$ cat src/rtl/decode_queue_if.sv
// Fetch-side handshake and dispatch-side lane bundle of the decode queue.
// slave is the queue's own view; master is the fetch/dispatch (or bench) view.
interface decode_queue_if #(
  parameter int unsigned DEPTH       = 8,
  parameter int unsigned ISSUE_WIDTH = 2
);
  localparam int unsigned DW = $clog2(ISSUE_WIDTH + 1);
  localparam int unsigned CW = $clog2(DEPTH + 1);

  logic                          flush_in;
  logic                          fetch_valid_in;
  logic                          fetch_ready_out;
  logic [31:0]                   instruction_in;
  logic [31:0]                   pc_in;
  logic [DW-1:0]                 deq_count_in;
  logic [ISSUE_WIDTH-1:0]        lane_valid_out;
  logic [ISSUE_WIDTH-1:0][31:0]  iType_out;
  logic [ISSUE_WIDTH-1:0][31:0]  aluFunc_out;
  logic [ISSUE_WIDTH-1:0][31:0]  brFunc_out;
  logic [ISSUE_WIDTH-1:0][31:0]  imm_out;
  logic [ISSUE_WIDTH-1:0][31:0]  pc_out;
  logic [ISSUE_WIDTH-1:0][4:0]   rs1_out;
  logic [ISSUE_WIDTH-1:0][4:0]   rs2_out;
  logic [ISSUE_WIDTH-1:0][4:0]   rd_out;
  logic [ISSUE_WIDTH-1:0]        illegal_out;
  logic [CW-1:0]                 count_out;

  modport master (
    output flush_in, fetch_valid_in, instruction_in, pc_in, deq_count_in,
    input  fetch_ready_out, lane_valid_out, iType_out, aluFunc_out, brFunc_out,
           imm_out, pc_out, rs1_out, rs2_out, rd_out, illegal_out, count_out
  );

  modport slave (
    input  flush_in, fetch_valid_in, instruction_in, pc_in, deq_count_in,
    output fetch_ready_out, lane_valid_out, iType_out, aluFunc_out, brFunc_out,
           imm_out, pc_out, rs1_out, rs2_out, rd_out, illegal_out, count_out
  );
endinterface

$ cat src/rtl/decode_queue.sv
// RV32I decode stage: decodes at enqueue into a fixed record, buffers records in
// an in-order circular queue and presents the oldest ISSUE_WIDTH to dispatch.
module decode_queue #(
  parameter int unsigned DEPTH       = 8,
  parameter int unsigned ISSUE_WIDTH = 2
) (
  input  logic          clk_in,
  input  logic          rst_in,
  decode_queue_if.slave bus
);
  localparam int unsigned PW = $clog2(DEPTH);
  localparam int unsigned CW = $clog2(DEPTH + 1);

  typedef enum logic [3:0] {
    IT_NONE, IT_OP, IT_OPIMM, IT_LOAD, IT_STORE,
    IT_BRANCH, IT_LUI, IT_AUIPC, IT_JAL, IT_JALR
  } i_type_e;

  typedef enum logic [3:0] {
    ALU_ADD, ALU_SUB, ALU_XOR, ALU_OR, ALU_AND,
    ALU_SLL, ALU_SRL, ALU_SRA, ALU_SLT, ALU_SLTU
  } alu_func_e;

  typedef enum logic [2:0] {
    BR_EQ, BR_NEQ, BR_LT, BR_GE, BR_LTU, BR_GEU
  } br_func_e;

  typedef struct packed {
    i_type_e     itype;
    alu_func_e   alu;
    br_func_e    br;
    logic [31:0] imm;
    logic [31:0] pc;
    logic [4:0]  rs1;
    logic [4:0]  rs2;
    logic [4:0]  rd;
    logic        illegal;
  } rec_t;

  // SYSTEM has no iType encoding, so 1110011 falls into the illegal default.
  function automatic rec_t decode(input logic [31:0] inst, input logic [31:0] pc);
    rec_t        r;
    logic        bad;
    logic [31:0] imm_i, imm_s, imm_b, imm_u, imm_j;
    imm_i = {{20{inst[31]}}, inst[31:20]};
    imm_s = {{20{inst[31]}}, inst[31:25], inst[11:7]};
    imm_b = {{19{inst[31]}}, inst[31], inst[7], inst[30:25], inst[11:8], 1'b0};
    imm_u = {inst[31:12], 12'b0};
    imm_j = {{11{inst[31]}}, inst[31], inst[19:12], inst[20], inst[30:21], 1'b0};
    r   = '0;
    bad = 1'b0;
    case (inst[6:0])
      7'b0110011: begin
        r.itype = IT_OP;
        r.rs1   = inst[19:15];
        r.rs2   = inst[24:20];
        r.rd    = inst[11:7];
        case ({inst[31:25], inst[14:12]})
          {7'h00, 3'd0}: r.alu = ALU_ADD;
          {7'h20, 3'd0}: r.alu = ALU_SUB;
          {7'h00, 3'd1}: r.alu = ALU_SLL;
          {7'h00, 3'd2}: r.alu = ALU_SLT;
          {7'h00, 3'd3}: r.alu = ALU_SLTU;
          {7'h00, 3'd4}: r.alu = ALU_XOR;
          {7'h00, 3'd5}: r.alu = ALU_SRL;
          {7'h20, 3'd5}: r.alu = ALU_SRA;
          {7'h00, 3'd6}: r.alu = ALU_OR;
          {7'h00, 3'd7}: r.alu = ALU_AND;
          default:       bad   = 1'b1;
        endcase
      end
      7'b0010011: begin
        r.itype = IT_OPIMM;
        r.rs1   = inst[19:15];
        r.rd    = inst[11:7];
        r.imm   = imm_i;
        case (inst[14:12])
          3'd0: r.alu = ALU_ADD;
          3'd1: begin
            if (inst[31:25] == 7'h00) r.alu = ALU_SLL;
            else                      bad   = 1'b1;
          end
          3'd2: r.alu = ALU_SLT;
          3'd3: r.alu = ALU_SLTU;
          3'd4: r.alu = ALU_XOR;
          3'd5: begin
            if (inst[31:25] == 7'h00)      r.alu = ALU_SRL;
            else if (inst[31:25] == 7'h20) r.alu = ALU_SRA;
            else                           bad   = 1'b1;
          end
          3'd6: r.alu = ALU_OR;
          default: r.alu = ALU_AND;
        endcase
      end
      7'b0000011, 7'b1100111: begin
        r.itype = (inst[6:0] == 7'b0000011) ? IT_LOAD : IT_JALR;
        r.rs1   = inst[19:15];
        r.rd    = inst[11:7];
        r.imm   = imm_i;
      end
      7'b0100011: begin
        r.itype = IT_STORE;
        r.rs1   = inst[19:15];
        r.rs2   = inst[24:20];
        r.imm   = imm_s;
      end
      7'b1100011: begin
        r.itype = IT_BRANCH;
        r.rs1   = inst[19:15];
        r.rs2   = inst[24:20];
        r.imm   = imm_b;
        case (inst[14:12])
          3'd0:    r.br = BR_EQ;
          3'd1:    r.br = BR_NEQ;
          3'd4:    r.br = BR_LT;
          3'd5:    r.br = BR_GE;
          3'd6:    r.br = BR_LTU;
          3'd7:    r.br = BR_GEU;
          default: bad  = 1'b1;
        endcase
      end
      7'b0110111, 7'b0010111: begin
        r.itype = (inst[6:0] == 7'b0110111) ? IT_LUI : IT_AUIPC;
        r.rd    = inst[11:7];
        r.imm   = imm_u;
      end
      7'b1101111: begin
        r.itype = IT_JAL;
        r.rd    = inst[11:7];
        r.imm   = imm_j;
      end
      default: bad = 1'b1;
    endcase
    if (bad) begin
      r         = '0;
      r.illegal = 1'b1;
    end
    r.pc = pc;
    return r;
  endfunction

  rec_t          mem [DEPTH];
  rec_t          enq_rec;
  rec_t          lane_rec;
  logic [PW-1:0] head, tail, lane_idx;
  logic [CW-1:0] count, deq_req, deq_eff;
  logic          enq;

  always_comb begin
    bus.fetch_ready_out = (count < CW'(DEPTH));
    enq                 = bus.fetch_valid_in && (count < CW'(DEPTH));
    deq_req             = CW'(bus.deq_count_in);
    deq_eff             = (deq_req > count) ? count : deq_req;
    enq_rec             = decode(bus.instruction_in, bus.pc_in);
  end

  // Reset beats flush, flush beats any same-cycle enqueue/dequeue.
  always_ff @(posedge clk_in) begin
    if (rst_in) begin
      head  <= '0;
      tail  <= '0;
      count <= '0;
    end else if (bus.flush_in) begin
      head  <= tail;
      count <= '0;
    end else begin
      if (enq) tail <= tail + PW'(1);
      head  <= head + PW'(deq_eff);
      count <= count + CW'(enq) - deq_eff;
    end
  end

  always_ff @(posedge clk_in) begin
    if (!rst_in && !bus.flush_in && enq) mem[tail] <= enq_rec;
  end

  always_comb begin
    bus.lane_valid_out = '0;
    bus.iType_out      = '0;
    bus.aluFunc_out    = '0;
    bus.brFunc_out     = '0;
    bus.imm_out        = '0;
    bus.pc_out         = '0;
    bus.rs1_out        = '0;
    bus.rs2_out        = '0;
    bus.rd_out         = '0;
    bus.illegal_out    = '0;
    lane_idx           = '0;
    lane_rec           = '0;
    for (int unsigned i = 0; i < ISSUE_WIDTH; i++) begin
      lane_idx              = head + PW'(i);
      lane_rec              = mem[lane_idx];
      bus.lane_valid_out[i] = (count > CW'(i));
      bus.iType_out[i]      = 32'(lane_rec.itype);
      bus.aluFunc_out[i]    = 32'(lane_rec.alu);
      bus.brFunc_out[i]     = 32'(lane_rec.br);
      bus.imm_out[i]        = lane_rec.imm;
      bus.pc_out[i]         = lane_rec.pc;
      bus.rs1_out[i]        = lane_rec.rs1;
      bus.rs2_out[i]        = lane_rec.rs2;
      bus.rd_out[i]         = lane_rec.rd;
      bus.illegal_out[i]    = lane_rec.illegal;
    end
    bus.count_out = count;
  end
endmodule

$ cat src/flat_wrapper.sv
// flat-port wrapper written by rule: the top's interface ports become plain ports
module decode_queue_flat 
#(
  parameter int unsigned DEPTH       = 8,
  parameter int unsigned ISSUE_WIDTH = 2
)
  (clk_in, rst_in, bus_flush_in, bus_fetch_valid_in, bus_instruction_in, bus_pc_in, bus_deq_count_in, bus_fetch_ready_out, bus_lane_valid_out, bus_iType_out, bus_aluFunc_out, bus_brFunc_out, bus_imm_out, bus_pc_out, bus_rs1_out, bus_rs2_out, bus_rd_out, bus_illegal_out, bus_count_out);
  decode_queue_if #(.DEPTH(DEPTH), .ISSUE_WIDTH(ISSUE_WIDTH)) bus_i ();
  input  logic clk_in;
  input  logic rst_in;
  input wire logic [$bits(bus_i.flush_in)-1:0] bus_flush_in;
  input wire logic [$bits(bus_i.fetch_valid_in)-1:0] bus_fetch_valid_in;
  input wire logic [$bits(bus_i.instruction_in)-1:0] bus_instruction_in;
  input wire logic [$bits(bus_i.pc_in)-1:0] bus_pc_in;
  input wire logic [$bits(bus_i.deq_count_in)-1:0] bus_deq_count_in;
  output wire logic [$bits(bus_i.fetch_ready_out)-1:0] bus_fetch_ready_out;
  output wire logic [$bits(bus_i.lane_valid_out)-1:0] bus_lane_valid_out;
  output wire logic [$bits(bus_i.iType_out)-1:0] bus_iType_out;
  output wire logic [$bits(bus_i.aluFunc_out)-1:0] bus_aluFunc_out;
  output wire logic [$bits(bus_i.brFunc_out)-1:0] bus_brFunc_out;
  output wire logic [$bits(bus_i.imm_out)-1:0] bus_imm_out;
  output wire logic [$bits(bus_i.pc_out)-1:0] bus_pc_out;
  output wire logic [$bits(bus_i.rs1_out)-1:0] bus_rs1_out;
  output wire logic [$bits(bus_i.rs2_out)-1:0] bus_rs2_out;
  output wire logic [$bits(bus_i.rd_out)-1:0] bus_rd_out;
  output wire logic [$bits(bus_i.illegal_out)-1:0] bus_illegal_out;
  output wire logic [$bits(bus_i.count_out)-1:0] bus_count_out;
  assign bus_i.flush_in = bus_flush_in;
  assign bus_i.fetch_valid_in = bus_fetch_valid_in;
  assign bus_i.instruction_in = bus_instruction_in;
  assign bus_i.pc_in = bus_pc_in;
  assign bus_i.deq_count_in = bus_deq_count_in;
  assign bus_fetch_ready_out = bus_i.fetch_ready_out;
  assign bus_lane_valid_out = bus_i.lane_valid_out;
  assign bus_iType_out = bus_i.iType_out;
  assign bus_aluFunc_out = bus_i.aluFunc_out;
  assign bus_brFunc_out = bus_i.brFunc_out;
  assign bus_imm_out = bus_i.imm_out;
  assign bus_pc_out = bus_i.pc_out;
  assign bus_rs1_out = bus_i.rs1_out;
  assign bus_rs2_out = bus_i.rs2_out;
  assign bus_rd_out = bus_i.rd_out;
  assign bus_illegal_out = bus_i.illegal_out;
  assign bus_count_out = bus_i.count_out;
  decode_queue #(.DEPTH(DEPTH), .ISSUE_WIDTH(ISSUE_WIDTH)) u_core (.clk_in(clk_in), .rst_in(rst_in), .bus(bus_i));
endmodule
$ cat config.mk
export PLATFORM = sky130hd
export DESIGN_NAME = decode_queue_flat
export DESIGN_NICKNAME = d
export VERILOG_FILES = /design/src/rtl/decode_queue_if.sv /design/src/rtl/decode_queue.sv /design/src/flat_wrapper.sv
export SDC_FILE = /design/constraint.sdc
export NUM_CORES = 1
export LEC_CHECK = 0
export BUFFER_PORTS_ARGS = -buffer_cell sky130_fd_sc_hd__buf_2
export CAP_MARGIN = 25
export CORE_UTILIZATION = 59
export DETAILED_ROUTE_END_ITERATION = 7
export PLACE_DENSITY = 0.81
export SYNTH_ARGS = -nofsm -noshare
export SYNTH_HDL_FRONTEND = slang
export SYNTH_SLANG_ARGS = --single-unit
$ cat constraint.sdc
create_clock -name clk_in -period 8.8 [get_ports clk_in]
set_input_delay 0 -clock clk_in [delete_from_list [all_inputs] [get_ports clk_in]]
set_output_delay 0 -clock clk_in [all_outputs]
set_load 0.02 [all_outputs]
Yosys cells after proc, flatten, opt, wreduce, memory -nomap -nowiden --
Memory sizes are Yosys's and may differ from the RTL's. A register that Yosys moved wholly into a read port is not among the register bits. Index checks and enable logic that the tools add are counted. Widths: inputs -> output; s select.
Word-level totals: flip-flop bits (word level) 10, bits in latches 0, memory bits (writable) 728, ROM bits 0, input port bits 70, output and inout bits 359, word-level logic and storage cells 87, memories 1
Cells by class: add/sub/neg operators 5, $mul 0, divide/modulo/power cells 0, order comparisons 4, equal/unequal tests 26, shift operators 0, mux-type cells 28, bitwise operators 1, reductions and logical operators 19
Memories:
- u_core.mem | depth 8, bits a word 91, read ports 2, clocked after memory_dff 1, write ports 1, line decode_queue.sv:142 | rec_t mem [DEPTH];
Operators with widths (count):
- $pmux 32 s5 | 1
- $mux 91 | 1
- $pmux 4 s7 | 2
- $eq 10x3->1 const B | 4
- $pmux 4 s9 | 1
- $eq 7x6->1 const B | 4
- $eq 7x7->1 const B | 3
- $eq 10x2->1 const B | 2
- $eq 10x9->1 const B | 2
- $reduce_or 6->1 | 3
- $mux 3 | 5
- $mux 5 | 3
- $pmux 3 s5 | 1
- $eq 7x5->1 const B | 2
- $eq 3x3->1 const B | 4
- $mux 4 | 3
- $eq 10x1->1 const B | 1
- $logic_not 10->1 | 1
- $reduce_or 10->1 | 1
- $gt 4x1->1 const B | 2
- $mux 1 | 8
- $pmux 4 s2 | 1
- $eq 7x2->1 const B | 1
- $logic_not 7->1 | 1
- 18 further kinds | 26

Logic depth before layout (Yosys ltp) --
depth after elaboration 6, mapped depth 13, mapped depth without buffers 13

Least setup slack after synthesis --
Ideal clock, no wire load.
path kind register to register, start register u_core.count[3], in the netlist u_core.bus.count_out[3], end memory u_core.mem[0][0] (netlist name) (enable), library setup time 0.652 ns, data arrival time 7.045 ns, data required time 8.148 ns, path slack 1.103 ns, stages on the path, launching flop included 5, path buffers 0, clock period less this slack 7.697 ns, path through dfxtp_1 -> nand2b_1 -> nor3_1 -> nand2b_1 -> nor3_1
On the way: longest elaborated chain between the ends 5
RTL lines:
- start, declared | line decode_queue.sv:146 | logic [CW-1:0] count, deq_req, deq_eff;
- start signal, assigned | line decode_queue.sv:169 | count <= count + CW'(enq) - deq_eff;
- $lt 4x4->1 | line decode_queue.sv:151 | enq = bus.fetch_valid_in && (count < CW'(DEPTH));
- $logic_and 1x1->1 | line decode_queue.sv:151
- $logic_and 1x1->1 | line decode_queue.sv:174 | if (!rst_in && !bus.flush_in && enq) mem[tail] <= enq_rec;
- $mux 1 | line decode_queue.sv:174
- $mux 1 (implied by the code) | line decode_queue.sv:174
- end, declared | line decode_queue.sv:142
No other way between the ends.

Worst setup path after layout --
start register u_core.head[0], end output port bus_imm_out[54]
On the way: longest elaborated chain between the ends 2
RTL lines:
- start, declared | line decode_queue.sv:145 | logic [PW-1:0] head, tail, lane_idx;
- start signal, assigned | line decode_queue.sv:164 | head <= tail;
- start signal, assigned | line decode_queue.sv:168 | head <= head + PW'(deq_eff);
- $add 3x1->3 | line decode_queue.sv:191 | lane_idx = head + PW'(i);
- $mem_v2 8x91
- end, declared | line flat_wrapper.sv:21 | output wire logic [$bits(bus_i.imm_out)-1:0] bus_imm_out;
No other way between the ends.

==> flow_metrics.py <==
metrics = {
    "status": {
        "status": "finished, violations left",
        "violations": "DRC",
    },
    "clock_network": {
        "cts.path.max_buffers": 3,
        "htree_levels": 3,
        "cts_root_buf": "clkbuf_16",
        "postCtsSetupBuffers": 0,
        "clk_pin_slew_ns": 0.06,
        "numClockSinks": 738,
        "clkLatencyLatePin_ns": 0.63,
        "cts_hold_buf": 65,
        "cts_resized": 0,
        "cts_inserted_buffers": 76,
        "cts_tree": "done",
    },
    "critical_path": {
        "cp-endpoint": "bus_imm_out[54]",
        "crit_fanout": 145,
        "cp_num_cells": 5,
        "crit_path_end_kind": "output pin",
        "worstPathRequired_ns": 8.80,
        "startpoint": "u_core.head[0]$_SDFF_PP0_",
        "r2r_setup_slack_ns": 5.30,
        "crit_type": "flop to output pin",
        "cp_cell_sequence": "buf_12 -> buf_4 -> mux4_2 -> mux2_2 -> buf_2",
        "cp_slowest_stage_delay_ns": 0.88,
        "r2r_start": "u_core.bus.count_out[3]$_SDFF_PP0_",
        "cp.arrival_ns": 4.42,
        "crit_family": "buffers and inverters",
        "cp-start-kind": "flop",
        "r2r_cells": 6,
        "path_buf_inv": 3,
        "cpMaxStageDelayCell": "dfxtp_4",
        "reg2reg_to": "u_core.mem[5][45]$_DFFE_PP_",
    },
    "pwr": {
        "p_leak_nw": 13.6,
        "p_per_area_nw_per_um2": 264,
        "vdd_drop_max_mv": 0.225,
    },
    "timing": {
        "fin_crit_sh_pct": 50.2,
        "tightest_slew_ns": 1.10,
        "period_needed_ns": 4.42,
        "setup_tns_ns": 0,
        "hold_viol": 0,
        "final.setup.worst_slack_ns": 4.38,
        "rsz0062_at_grt": "false",
        "setup_viol_count_final": 0,
        "slew_headroom_pct": 26.7,
        "report.final.slew_viol_count": 0,
        "maxClockFrequency_mhz": 226,
        "skew_ns": 0.0203,
        "finalHoldWorstSlack_ns": 0.0444,
    },
    "detailed_routing": {
        "ant_nets": 0,
        "vias": 19400,
        "drt_iter0_drc": 1776,
        "first_pass_iters": 8,
        "drcViolationCount": 35,
        "wl_per_cell_um": 27.6,
        "via_per_inst": 6.46,
        "postRouteWirelength_um": 82800,
    },
    "yosys": {
        "synth_top_family_by_area": "multiplexers",
        "ys_types": 53,
        "synth-edff-count": 728,
        "yosysWarnings": 0,
        "synth_cells": 1846,
        "yosys.area_share.simple_pct": 2.12,
        "synth_adder_area_share_pct": 0.534,
        "synth_mux_area_share_pct": 28.8,
        "synth_compound_area_share_pct": 1.19,
        "synthXorXnorAreaFrac_pct": 0.221,
        "async_reset_ff_share_pct": 0,
        "seq_area_frac_synth_pct": 61.9,
        "syn-cell-area_um2": 35600,
        "avgSynthCellArea_um2": 19.3,
        "ys_ff_latch": 738,
        "ys.flop_type": "edfxtp_1",
    },
    "die": {
        "fp.dieArea_um2": 61400,
        "die_y_um": 248,
        "initial_core_util_pct": 60.1,
        "core-area_um2": 59400,
        "ios": 429,
        "rows": 89,
        "chipWidth_um": 248,
    },
    "place": {
        "dp_hpwl_um": 49200,
        "dpl.cell_count": 2794,
        "io_buffer_count": 258,
        "place_ws_ns": 5.01,
        "place_congestion": 0.861,
    },
    "grt": {
        "grt_pass1_wl_um": 121000,
        "antenna_found_initial": 7,
        "grt_max_degree": 146,
        "grt_pass1_vias": 19700,
        "grt-ovfl-total": 0,
        "grt.total_usage_pct": 27.2,
    },
    "cells_and_area": {
        "final_common_cell": "edfxtp_1",
        "nets": 2253,
        "final_cell_mix": "edfxtp_1, mux4_2, buf_2",
        "stdcell_count": 2999,
        "fillers": 3719,
        "syn_to_final_growth_pct": 13.0,
        "drive_above_1_share_pct": 43.8,
    },
    "min_path": {
        "min_path_type": "primary input to flop",
    },
    "job": {
        "maxCapViolCount": 0,
    },
}
-- worst register-to-register path: cells and delay by family, from the launching register on --
kind / cells / cell delay [ns]
buffers and inverters: 2 / 1.50
and+or+nand+nor: 4 / 1.28
DFF: 1 / 0.32
-- where the power goes --
group | internal (mW) | switching [mW] | leakage (nW)
Combinational | 1.68 | 1.90 | 5.49
Sequential | 3.88 | 0.0777 | 6.99
Clock | 1.77 | 1.31 | 1.14
-- cell usage after synthesis (6+ instances only) --
| cell type | number | area share [%] |
|---|---|---|
| clkbuf_1 | 73 | 0.77 |
| nor3_1 | 13 | 0.18 |
| mux2_2 | 182 | 5.8 |
| nand2_1 | 45 | 0.47 |
| buf_1 | 25 | 0.26 |
| buf_4 | 170 | 3.6 |
| ha_1 | 12 | 0.42 |
| a21oi_1 | 35 | 0.49 |
| buf_2 | 20 | 0.28 |
| mux4_2 | 364 | 23 |
| dfxtp_1 | 10 | 0.56 |
| and4bb_2 | 6 | 0.21 |
| nor4_1 | 8 | 0.14 |
| nor2_1 | 50 | 0.53 |
| o21ai_0 | 11 | 0.15 |
| inv_1 | 25 | 0.26 |
| edfxtp_1 | 728 | 61 |
-- metrics by stage --
stage | power [mW] | utilization (%) | cell area [um2]
detailed placement | 7.59 | 62.6 | 37200
global route | 11.0 | 67.9 | 40300
global placement | 7.53 | 62.6 | 37100
CTS | 10.7 | 67.7 | 40200
floorplan | 6.68 | - | 36300
finish | 10.6 | 67.9 | 40300
-- flip-flops by register name, indices dropped and copies added, names as in the netlist --
signal and count:
u_core.bus.count_out 4, u_core.head 3, u_core.mem 728, u_core.tail 3
-- cells by family after synthesis --
group	Yosys count
flip-flops	738
multiplexers	548
buffers and inverters	315
AND/OR/NAND/NOR	150
AO/OA/AOI/OAI	71
adder cells (fa/ha/maj)	14
XOR/XNOR	9
other	1
-- worst min-delay path by stage --
stage                            from                     endpoint  depth (start not counted)
6_report       bus_instruction_in[15]  u_core.mem[1][11]$_DFFE_PP_                          2
5_1_grt        bus_instruction_in[15]  u_core.mem[0][11]$_DFFE_PP_                          2
4_1_cts        bus_instruction_in[16]  u_core.mem[2][12]$_DFFE_PP_                          2
3_5_place_dp            bus_pc_in[11]  u_core.mem[7][27]$_DFFE_PP_                          1
3_3_place_gp            bus_pc_in[17]  u_core.mem[4][33]$_DFFE_PP_                          1
2_1_floorplan            bus_pc_in[0]  u_core.mem[0][16]$_DFFE_PP_                          0
-- metal layers --
layer | GRT usage (%) | routed length (um) | vias up
li1 | - | - | 7984
met1 | 35.6 | 30700 | 10200
met2 | 44.9 | 42200 | 962
met3 | 6.33 | 7050 | 178
met4 | 10.0 | 2850 | 10
met5 | 0 | 52 | -
-- layout make-up --
type / count / area (um2) / share of cell area [%]
clock buffer: 92 / 2000 / 4.98
multi-input combinational: 962 / 12400 / 30.9
inverter: 25 / 93.8 / 0.233
sequential: 738 / 22100 / 54.8
clock inverter: 41 / 357 / 0.885
antenna: 2 / 5.00 / 0.0124
timing repair buffer: 366 / 2350 / 5.83
tap: 773 / 967 / 2.40
Power figures use the tool's default switching activity.
